$ cat src/rtl/spell_mem_pkg.sv
// Shared definitions for the SPELL memory/IO bus: master FSM states, responder
// register map and fixed response data values.
package spell_mem_pkg;

  typedef enum logic [1:0] {
    IDLE = 2'd0,
    BUS  = 2'd1,
    RESP = 2'd2
  } state_t;

  localparam logic [7:0] REG_PIN  = 8'h36;
  localparam logic [7:0] REG_DDR  = 8'h37;
  localparam logic [7:0] REG_PORT = 8'h38;

  localparam logic [7:0] TIMEOUT_DATA = 8'hFF;
  localparam logic [7:0] STORE_DATA   = 8'h00;

endpackage

$ cat src/rtl/spell_mem_master.sv
// SPELL bus initiator: takes one load/store from the core, runs a select/addr/data
// bus cycle against the mem_io responder and returns one response (or a timeout).
module spell_mem_master
  import spell_mem_pkg::*;
#(
  parameter int unsigned TIMEOUT = 15
) (
  input  logic       clk,
  input  logic       rst_n,
  input  logic       cmd_valid,
  output logic       cmd_ready,
  input  logic       cmd_write,
  input  logic [7:0] cmd_addr,
  input  logic [7:0] cmd_wdata,
  output logic       rsp_valid,
  output logic [7:0] rsp_rdata,
  output logic       rsp_err,
  output logic       mem_select,
  output logic       mem_write,
  output logic [7:0] mem_addr,
  output logic [7:0] mem_wdata,
  input  logic [7:0] mem_rdata,
  input  logic       mem_data_ready
);

  localparam int unsigned TW = $clog2(TIMEOUT + 1);
  localparam logic [TW-1:0] TIMER_LAST = TW'(TIMEOUT - 1);

  state_t        state;
  state_t        state_nxt;
  logic [TW-1:0] timer;
  logic          write_q;
  logic          accept;
  logic          first_cycle;
  logic          ready_hit;
  logic          timeout_hit;

  assign accept      = (state == IDLE) && cmd_valid;
  // The timer is zero only in the first BUS cycle, where a ready left over from
  // the previous access must not be taken as this access's completion.
  assign first_cycle = (timer == '0);
  assign ready_hit   = (state == BUS) && !first_cycle && mem_data_ready;
  assign timeout_hit = (state == BUS) && !ready_hit && (timer == TIMER_LAST);

  // NOTE: sequential state uses non-blocking assignments with an async reset so
  // that every flop samples pre-edge values and mem_select drops without a clock.
  always_ff @(posedge clk or negedge rst_n) begin
    if (!rst_n) state <= IDLE;
    else        state <= state_nxt;
  end

  // NOTE: every combinational output gets a default before the case so no
  // path through the block leaves a signal unassigned (which would infer a latch).
  always_comb begin
    state_nxt = state;
    unique case (state)
      IDLE:    if (cmd_valid) state_nxt = BUS;
      BUS:     if (ready_hit || timeout_hit) state_nxt = RESP;
      RESP:    state_nxt = IDLE;
      default: state_nxt = IDLE;
    endcase
  end

  always_comb begin
    cmd_ready  = 1'b0;
    mem_select = 1'b0;
    mem_write  = 1'b0;
    rsp_valid  = 1'b0;
    unique case (state)
      // Reset leaves the FSM in IDLE, so gate ready to keep it low during reset.
      IDLE: cmd_ready = rst_n;
      BUS: begin
        mem_select = 1'b1;
        mem_write  = write_q;
      end
      RESP:    rsp_valid = 1'b1;
      default: ;
    endcase
  end

  always_ff @(posedge clk or negedge rst_n) begin
    if (!rst_n) begin
      timer     <= '0;
      write_q   <= 1'b0;
      mem_addr  <= 8'h00;
      mem_wdata <= 8'h00;
      rsp_rdata <= 8'h00;
      rsp_err   <= 1'b0;
    end else begin
      if (accept) begin
        write_q   <= cmd_write;
        mem_addr  <= cmd_addr;
        mem_wdata <= cmd_wdata;
        timer     <= '0;
      end else if ((state == BUS) && !ready_hit && !timeout_hit) begin
        timer <= timer + TW'(1);
      end

      if (ready_hit) begin
        rsp_rdata <= write_q ? STORE_DATA : mem_rdata;
        rsp_err   <= 1'b0;
      end else if (timeout_hit) begin
        rsp_rdata <= TIMEOUT_DATA;
        rsp_err   <= 1'b1;
      end
    end
  end

endmodule

$ cat config.mk
export PLATFORM = sky130hd
export DESIGN_NAME = spell_mem_master
export DESIGN_NICKNAME = d
export VERILOG_FILES = /design/src/rtl/spell_mem_pkg.sv /design/src/rtl/spell_mem_master.sv
export SDC_FILE = /design/constraint.sdc
export NUM_CORES = 1
export LEC_CHECK = 0
export CAP_MARGIN = 10
export CORE_UTILIZATION = 46
export CTS_CLUSTER_DIAMETER = 200
export CTS_CLUSTER_SIZE = 10
export DETAILED_ROUTE_END_ITERATION = 8
export PLACE_DENSITY = 0.84
export SLEW_MARGIN = 10
export SYNTH_ARGS = -nofsm -noshare
export SYNTH_HDL_FRONTEND = slang
export SYNTH_SLANG_ARGS = --single-unit
export TNS_END_PERCENT = 30
$ cat constraint.sdc
create_clock -name clk -period 4.4 [get_ports clk]
set_input_delay 1.32 -clock clk [delete_from_list [all_inputs] [get_ports clk]]
set_output_delay 1.32 -clock clk [all_outputs]
set_load 0.02 [all_outputs]
### Word level (Yosys, flattened, before mapping)

Cells that the tools add are included.

| word-level totals | value |
|---|---|
| bits in registers | 32 |
| latch bits | 0 |
| memory bits (writable) | 0 |
| bits in read-only memories | 0 |
| bits of input ports | 29 |
| output and inout port bits | 29 |
| word-level logic and storage cells | 42 |
| memories | 0 |

| operators by class | value |
|---|---|
| add/sub/neg operators | 1 |
| multipliers | 0 |
| div/mod/pow operators | 0 |
| magnitude comparators | 0 |
| eq/ne operators | 5 |
| shift operators | 0 |
| mux-type cells | 14 |
| bitwise gates (word level) | 0 |
| reduce and logical (&&, ||, !) cells | 15 |

Operators with widths:

| cell | number |
|---|---|
| two-way mux 8 bit | 3 |
| two-way mux 4 bit | 2 |
| logical AND 1 bit | 6 |
| two-way mux 1 bit | 6 |
| adder 4 x 1 -> 4 bit (second input constant) | 1 |
| equality test 4 bit (second input constant) | 1 |
| zero test 4 bit | 1 |
| two-way mux 2 bit | 2 |
| inequality test 2 bit (second input constant) | 2 |
| case mux 2 bit (2 select lines) | 1 |
| nonzero test 2 bit | 2 |
| zero test 1 bit | 3 |
| equality test 2 x 1 -> 1 bit (second input constant) | 1 |
| equality test 2 bit (second input constant) | 1 |
| zero test 2 bit | 1 |
| AND reduction 2 bit | 1 |
| logical OR 1 bit | 1 |

### Longest topological paths before layout

Gate-level depths: netlist (run 1).

| logic depth | value |
|---|---|
| depth after elaboration | 11 |
| gate-level depth with buffers | 5 |
| gate-level depth less buffers | 5 |

### Worst setup path before layout (run 1)

Ideal clock, no wire load.

| timing | value |
|---|---|
| path kind | input port to output port |
| from | input port rst_n |
| to | output port cmd_ready |
| arrival | 1,841 ps |
| data required time | 3,080 ps |
| slack | 1,239 ps |
| stages on the path | 1 |
| buffers on the path | 0 |
| cell sequence | nor3b_1 |

| between the ends | value |
|---|---|
| cells in the longest elaborated chain, start to end | 1 |

Ends and longest elaborated chain:

| element | RTL line | RTL |
|---|---|---|
| start: declaration | spell_mem_master.sv:9 | `input logic rst_n,` |
| two-way mux 1 bit | spell_mem_master.sv:69 | `unique case (state)` |
| end: declaration | spell_mem_master.sv:11 | `output logic cmd_ready,` |

No other way between the ends.

### Final worst setup path (run 1)

Ends and elaborated chain as after synthesis.

==> flow_summary.yaml, run 1 <==
synth:
  synthFlopType: "dfrtp_1"
  synth_area_leaders: "dfrtp_1 54%, nand2_1 14%, a2bb2oi_1 4.7%"
  yosysUniqueCellTypes: 29
  async_flop_share_pct: 100
  yosysSeqAreaShare_pct: 54.0
  syn_area_um2: 1480
  syn_nets: 171
  synth_edf_count: 0
  synth-seq-cells: 32
  synth.largest_area_cell: "dfrtp_1"
  syn_area_per_cell_um2: 10.7
  syn-instance-count: 139
  yosys_warnings: 0
  synth_top_area_share_pct: 54.0
floorplanning:
  die_width_um: 58.8
  row_count: 20
  start_util_pct: 48.6
  die_y_um: 58.8
  core_area_um2: 3050
  die_area_um2: 3450
  io_pins: 58
critical_path:
  r2r_cells: 5
  crit_chain: "clkdlybuf4s50_1, nor3b_1, clkdlybuf4s50_1"
  rrSetupSlack_ps: 2760
  rr_endpoint: "timer[1]"
  path_class: "in -> out"
  worstPathArrival_ps: 2620
  path_delay_family: "buffers and inverters"
  cp-end-kind: "output pin"
  path_buf_inv: 2
  timing.rr.start: "timer[0]"
  worstPathMaxFanout: 2
  cp_common_cell: "clkdlybuf4s50_1"
  max_stage_delay_ps: 630
  cp_slowest_cell: "clkdlybuf4s50_1"
  start_kind: "input pin"
  critPathRequiredTime_ps: 3080
clocking:
  htreeDepth: 2
  cts_repair_resize_count: 0
  worst_skew_pair.late_latency_ps: 320
  path_clk_slew_ps: 80
  root_buffer: "clkbuf_4"
  cts_hold_buf: 0
  cts.sinks: 32
  cts_setup_buffers: 0
  clk_path_buf_depth: 2
  cts_tree: "built"
  cts_buffers: 5
drt:
  drt_wl_total_mm: 3.15
  ant_nets: 0
  firstDrtPassIters: 4
  drt-initial-drc-count: 45
  avgViaCountPerCell: 4.88
  vias: 1186
  drc: 0
  wl_per_cell_um: 13.0
hold_path:
  worstHoldEndpoint: "mem_wdata[2]"
  hold_class: "reg -> reg"
  hold_path_depth: 2
  min_from: "mem_wdata[2]"
final_layout:
  drive_gt1_share_pct: 9.05
  area_growth_pct: 42.8
  layout_common_cells: "57 x clkdlybuf4s50_1, 54 x nand2_1, 32 x dfrtp_1, 9 x nand2b_1, 8 x a2bb2oi_1"
  finalNonFillerCells: 243
  multi_input_area_um2: 622
  fill_cells: 248
  final_common_cell: "clkdlybuf4s50_1"
  layout.nets: 231
  diodes: 0
  seq_area_um2: 801
place:
  numPortBuffers: 57
  place_congestion: 0.861
  hpwl_mm: 2.33
  placed_cells: 236
power:
  p_leak_nw: 0.987
  vdd_drop_max_v: 0.000356
  power_density_nw_per_um2: 707
global_route:
  grt_max_degree: 33
  grt_pass1_wl_mm: 5.24
  grt_pass1_vias: 1198
  overflow: 0
  grt_util_all_layers_pct: 20.6
  antenna_found_initial: 0
timing:
  worst_slew_pin_slew_ps: 707
  finClkSkew_ps: 5.65
  hold_viol_final: 0
  maxSlewHeadroom_pct: 52.8
  rsz0062_at_grt: "no"
  post-route-period-util_pct: 89.5
  fin_crit_ps: 3940
  setup_tns_ps: 0
  setup_violations: 0
  max_freq_mhz: 254
  drv_slew: 0
status:
  outcome: "finished clean"
run:
  maxCapViolCount: 0
cell usage after synthesis (2+ instances only):
library cell and count:
a21oi_2 2, a2bb2oi_1 8, and2b_4 2, buf_6 3, dfrtp_1 32, ha_1 3
inv_1 3, mux2i_1 2, nand2_1 54, nand2b_1 9, nand3b_1 2, nor2_1 2
flip-flops by register name (all words and copies together), names as in the netlist:
signal	flops
mem_addr	8
mem_wdata	8
rsp_rdata	8
timer	4
state	2
rsp_err	1
write_q	1
power by group:
group,switching [mW],leakage [nW],internal [mW]
combinational,0.405,0.566,0.405
sequential,0.111,0.392,0.430
clock,0.0868,0.0281,0.0587
per-stage QoR:
step | hold WS, ps | worst slack, ps | utilization [%] | area (um^2) | power (mW)
4_1_cts | 490 | 464 | 69.3 | 2120 | 1.51
2_1_floorplan | 494 | 1240 | - | 1480 | 1.03
3_3_place_gp | 461 | 482 | 67.8 | 2070 | 1.33
5_1_grt | 518 | 431 | 69.3 | 2120 | 1.60
3_5_place_dp | 464 | 469 | 67.8 | 2070 | 1.36
6_report | 489 | 460 | 69.3 | 2120 | 1.50
layer usage:
layer	part of all wire [%]	wire length, um	GRT usage (%)	vias up
met5	0	0	0	-
met4	1.5	46	8.50	0
met3	3.1	98	5.27	4
met2	53	1660	35.9	32
met1	43	1350	24.0	575
li1	-	-	-	575
worst max path at each step:
stage | slack, ps | endpoint | from | cells after the start
2_1_floorplan | 1240 | cmd_ready | rst_n | 1
3_3_place_gp | 480 | cmd_ready | rst_n | 3
3_5_place_dp | 470 | cmd_ready | rst_n | 3
4_1_cts | 460 | cmd_ready | rst_n | 3
5_1_grt | 430 | cmd_ready | rst_n | 3
6_report | 460 | cmd_ready | rst_n | 3
worst reg2reg max path: cells and delay by family (launching register included):
kind                     cells  cell delay (ps)
AO/OA/AOI/OAI                2              480
adder cells (fa/ha/maj)      1              240
buffers and inverters        1               90
flip-flops                   1              420
multiplexers                 1              310
logic make-up (layout without fill, tap and decap cells):
family | after synthesis | in the layout | share of synthesized area (%)
buffers and inverters | 9 | 69 | 4.05
DFF | 32 | 32 | 54.0
muxes | 3 | 3 | 2.36
AOI/OAI and AO/OA | 16 | 16 | 11.4
and+or+nand+nor | 76 | 76 | 25.7
adders and majority gates | 3 | 3 | 2.53
final cells by class:
cell class / count / area share (%)
clock inverter: 1 / 0.236
inverter: 4 / 0.709
tap: 44 / 2.60
multi-input combinational: 98 / 29.4
sequential: 32 / 37.8
clock buffer: 6 / 1.95
timing repair buffer: 58 / 27.3
No activity file was read; power rests on OpenSTA's default activity.
==> inputs of run 2 (changes only) <==
--- a/config.mk
+++ b/config.mk
@@ -11,6 +11,7 @@
 export CTS_CLUSTER_SIZE = 10
 export DETAILED_ROUTE_END_ITERATION = 8
 export PLACE_DENSITY = 0.84
+export SKIP_LAST_GASP = 1
 export SLEW_MARGIN = 10
 export SYNTH_ARGS = -nofsm -noshare
 export SYNTH_HDL_FRONTEND = slang
==> results of run 2 <==
The final DEF is identical to that of run 1; final timing and power are the same.
==> inputs of run 3 (changes only) <==
--- a/config.mk
+++ b/config.mk
@@ -11,6 +11,7 @@
 export CTS_CLUSTER_SIZE = 10
 export DETAILED_ROUTE_END_ITERATION = 8
 export PLACE_DENSITY = 0.84
+export RECOVER_POWER = 50
 export SKIP_LAST_GASP = 1
 export SLEW_MARGIN = 10
 export SYNTH_ARGS = -nofsm -noshare
==> flow_summary.yaml, run 3 (synthesis results as in run 1) <==
clocking:
  cts_buffers: 5
  clk_path_buf_depth: 2
  cts.sinks: 32
  cts_repair_resize_count: 0
  cts_tree: "built"
  cts_hold_buf: 0
  htreeDepth: 2
  cts_setup_buffers: 0
  path_clk_slew_ps: 80
  worst_skew_pair.late_latency_ps: 320
  root_buffer: "clkbuf_4"
critical_path:
  worstPathArrival_ps: 2680
  path_delay_family: "buffers and inverters"
  worstPathMaxFanout: 2
  timing.rr.start: "timer[0]"
  path_class: "in -> out"
  cp-endpoint: "cmd_ready"
  path_buf_inv: 2
  crit_start: "rst_n"
  cp_slowest_cell: "clkdlybuf4s50_1"
  start_kind: "input pin"
  cp_num_cells: 3
  rrSetupSlack_ps: 2590
  r2r_cells: 5
  critPathRequiredTime_ps: 3080
  cp-end-kind: "output pin"
  crit_chain: "dlygate4sd3_1, nor3b_1, clkdlybuf4s50_1"
  max_stage_delay_ps: 630
  rr_endpoint: "rsp_rdata[5]"
timing:
  rsz0062_at_grt: "no"
  whs_ps: 489
  drv_slew: 33
  worst_slew_pin_slew_ps: 1640
  maxSlewHeadroom_pct: -9.29
  setup_violations: 0
  post-route-period-util_pct: 91.0
  fin_crit_ps: 4000
  setup_tns_ps: 0
  finClkSkew_ps: 6.09
  max_freq_mhz: 250
  hold_viol_final: 0
place:
  hpwl_mm: 2.33
  placed_area_um2: 2070
  numPortBuffers: 57
  place_congestion: 0.861
power:
  seqPwrFrac_pct: 36.5
  swShare_pct: 40.1
  p_switching_uw: 592
  power_density_nw_per_um2: 706
  p_clk_share_pct: 9.8
  finalPower_mw: 1.48
  vdd_drop_max_v: 0.000355
  p_int_uw: 885
  p_leak_nw: 0.982
  pwr-share-comb_pct: 53.7
drt:
  ant_nets: 0
  vias: 1192
  firstDrtPassIters: 4
  drt-initial-drc-count: 28
  wl_per_cell_um: 12.8
  drt_wl_total_mm: 3.12
  drc: 0
  avgViaCountPerCell: 4.91
floorplanning:
  core_area_um2: 3050
  die_y_um: 58.8
  start_util_pct: 48.6
  io_pins: 58
  row_count: 20
  die_width_um: 58.8
  die_area_um2: 3450
final_layout:
  stdcell_area_um2: 2090
  area_growth_pct: 41.2
  layout.nets: 231
  drive_gt1_share_pct: 7.04
  largest_registers: "mem_addr x8, mem_wdata x8, rsp_rdata x8"
  diodes: 0
  fin_util_pct: 68.6
  layout_common_cells: "54 x nand2_1, 54 x clkdlybuf4s50_1, 32 x dfrtp_1, 9 x nand2b_1, 8 x a2bb2oi_1"
  fill_cells: 253
global_route:
  grt_util_all_layers_pct: 20.6
  grt_pass1_vias: 1198
  antenna_found_initial: 0
  overflow: 0
  grt_pass1_wl_mm: 5.24
  grt_max_degree: 33
status:
  outcome: "complete, but fails checks"
  violations: "max-capacitance violations, max-slew violations"
run:
  maxCapViolCount: 1
hold_path:
  hold_class: "reg -> reg"
  hold_path_depth: 2
## run 3: per-layer routing
layer,track usage (%),vias up,share of wire [%]
met3,5.27,4,3.3
met5,0,-,0
met1,24.0,579,42
li1,-,577,-
met2,35.9,32,53
met4,8.50,0,1.5
## run 3: power by group through the flow
stage                     registers [mW]  logic (mW)  clock network [mW]
final                              0.540       0.793               0.145
after global routing               0.561       0.856               0.166
after CTS                          0.542       0.819               0.151
after detailed placement           0.543       0.818                   0
after global placement             0.539       0.792                   0
after floorplan                    0.647       0.384                   0
## run 3: how the worst min path moves through the flow
stage	start	end	slack [ps]
floorplan	timer[0]	timer[0]	490
global placement	mem_addr[5]	mem_addr[5]	460
detailed placement	mem_addr[3]	mem_addr[3]	460
CTS	mem_addr[2]	mem_addr[2]	490
global route	mem_addr[2]	mem_addr[2]	520
finish	mem_wdata[2]	mem_wdata[2]	490
## run 3: tightest hold or removal path: stages (launching register included)
cell and delay, ps:
dfrtp_1 350, nand2_1 50, nand2_1 60
## run 3: final cells by class
class                      instances  area, um^2  share of cell area, %
sequential                        32         801                   38.3
multi-input combinational         98         602                   28.8
timing repair buffer              58         574                   27.4
tap                               44        55.1                   2.63
clock buffer                       6        41.3                   1.97
inverter                           4        15.0                  0.717
clock inverter                     1        5.00                  0.239
## run 3: metrics by stage
step	worst slack, ps	std cells
after floorplan	1240	139
after global placement	482	236
after global routing	364	243
after CTS	464	243
after detailed placement	469	236
final	396	243
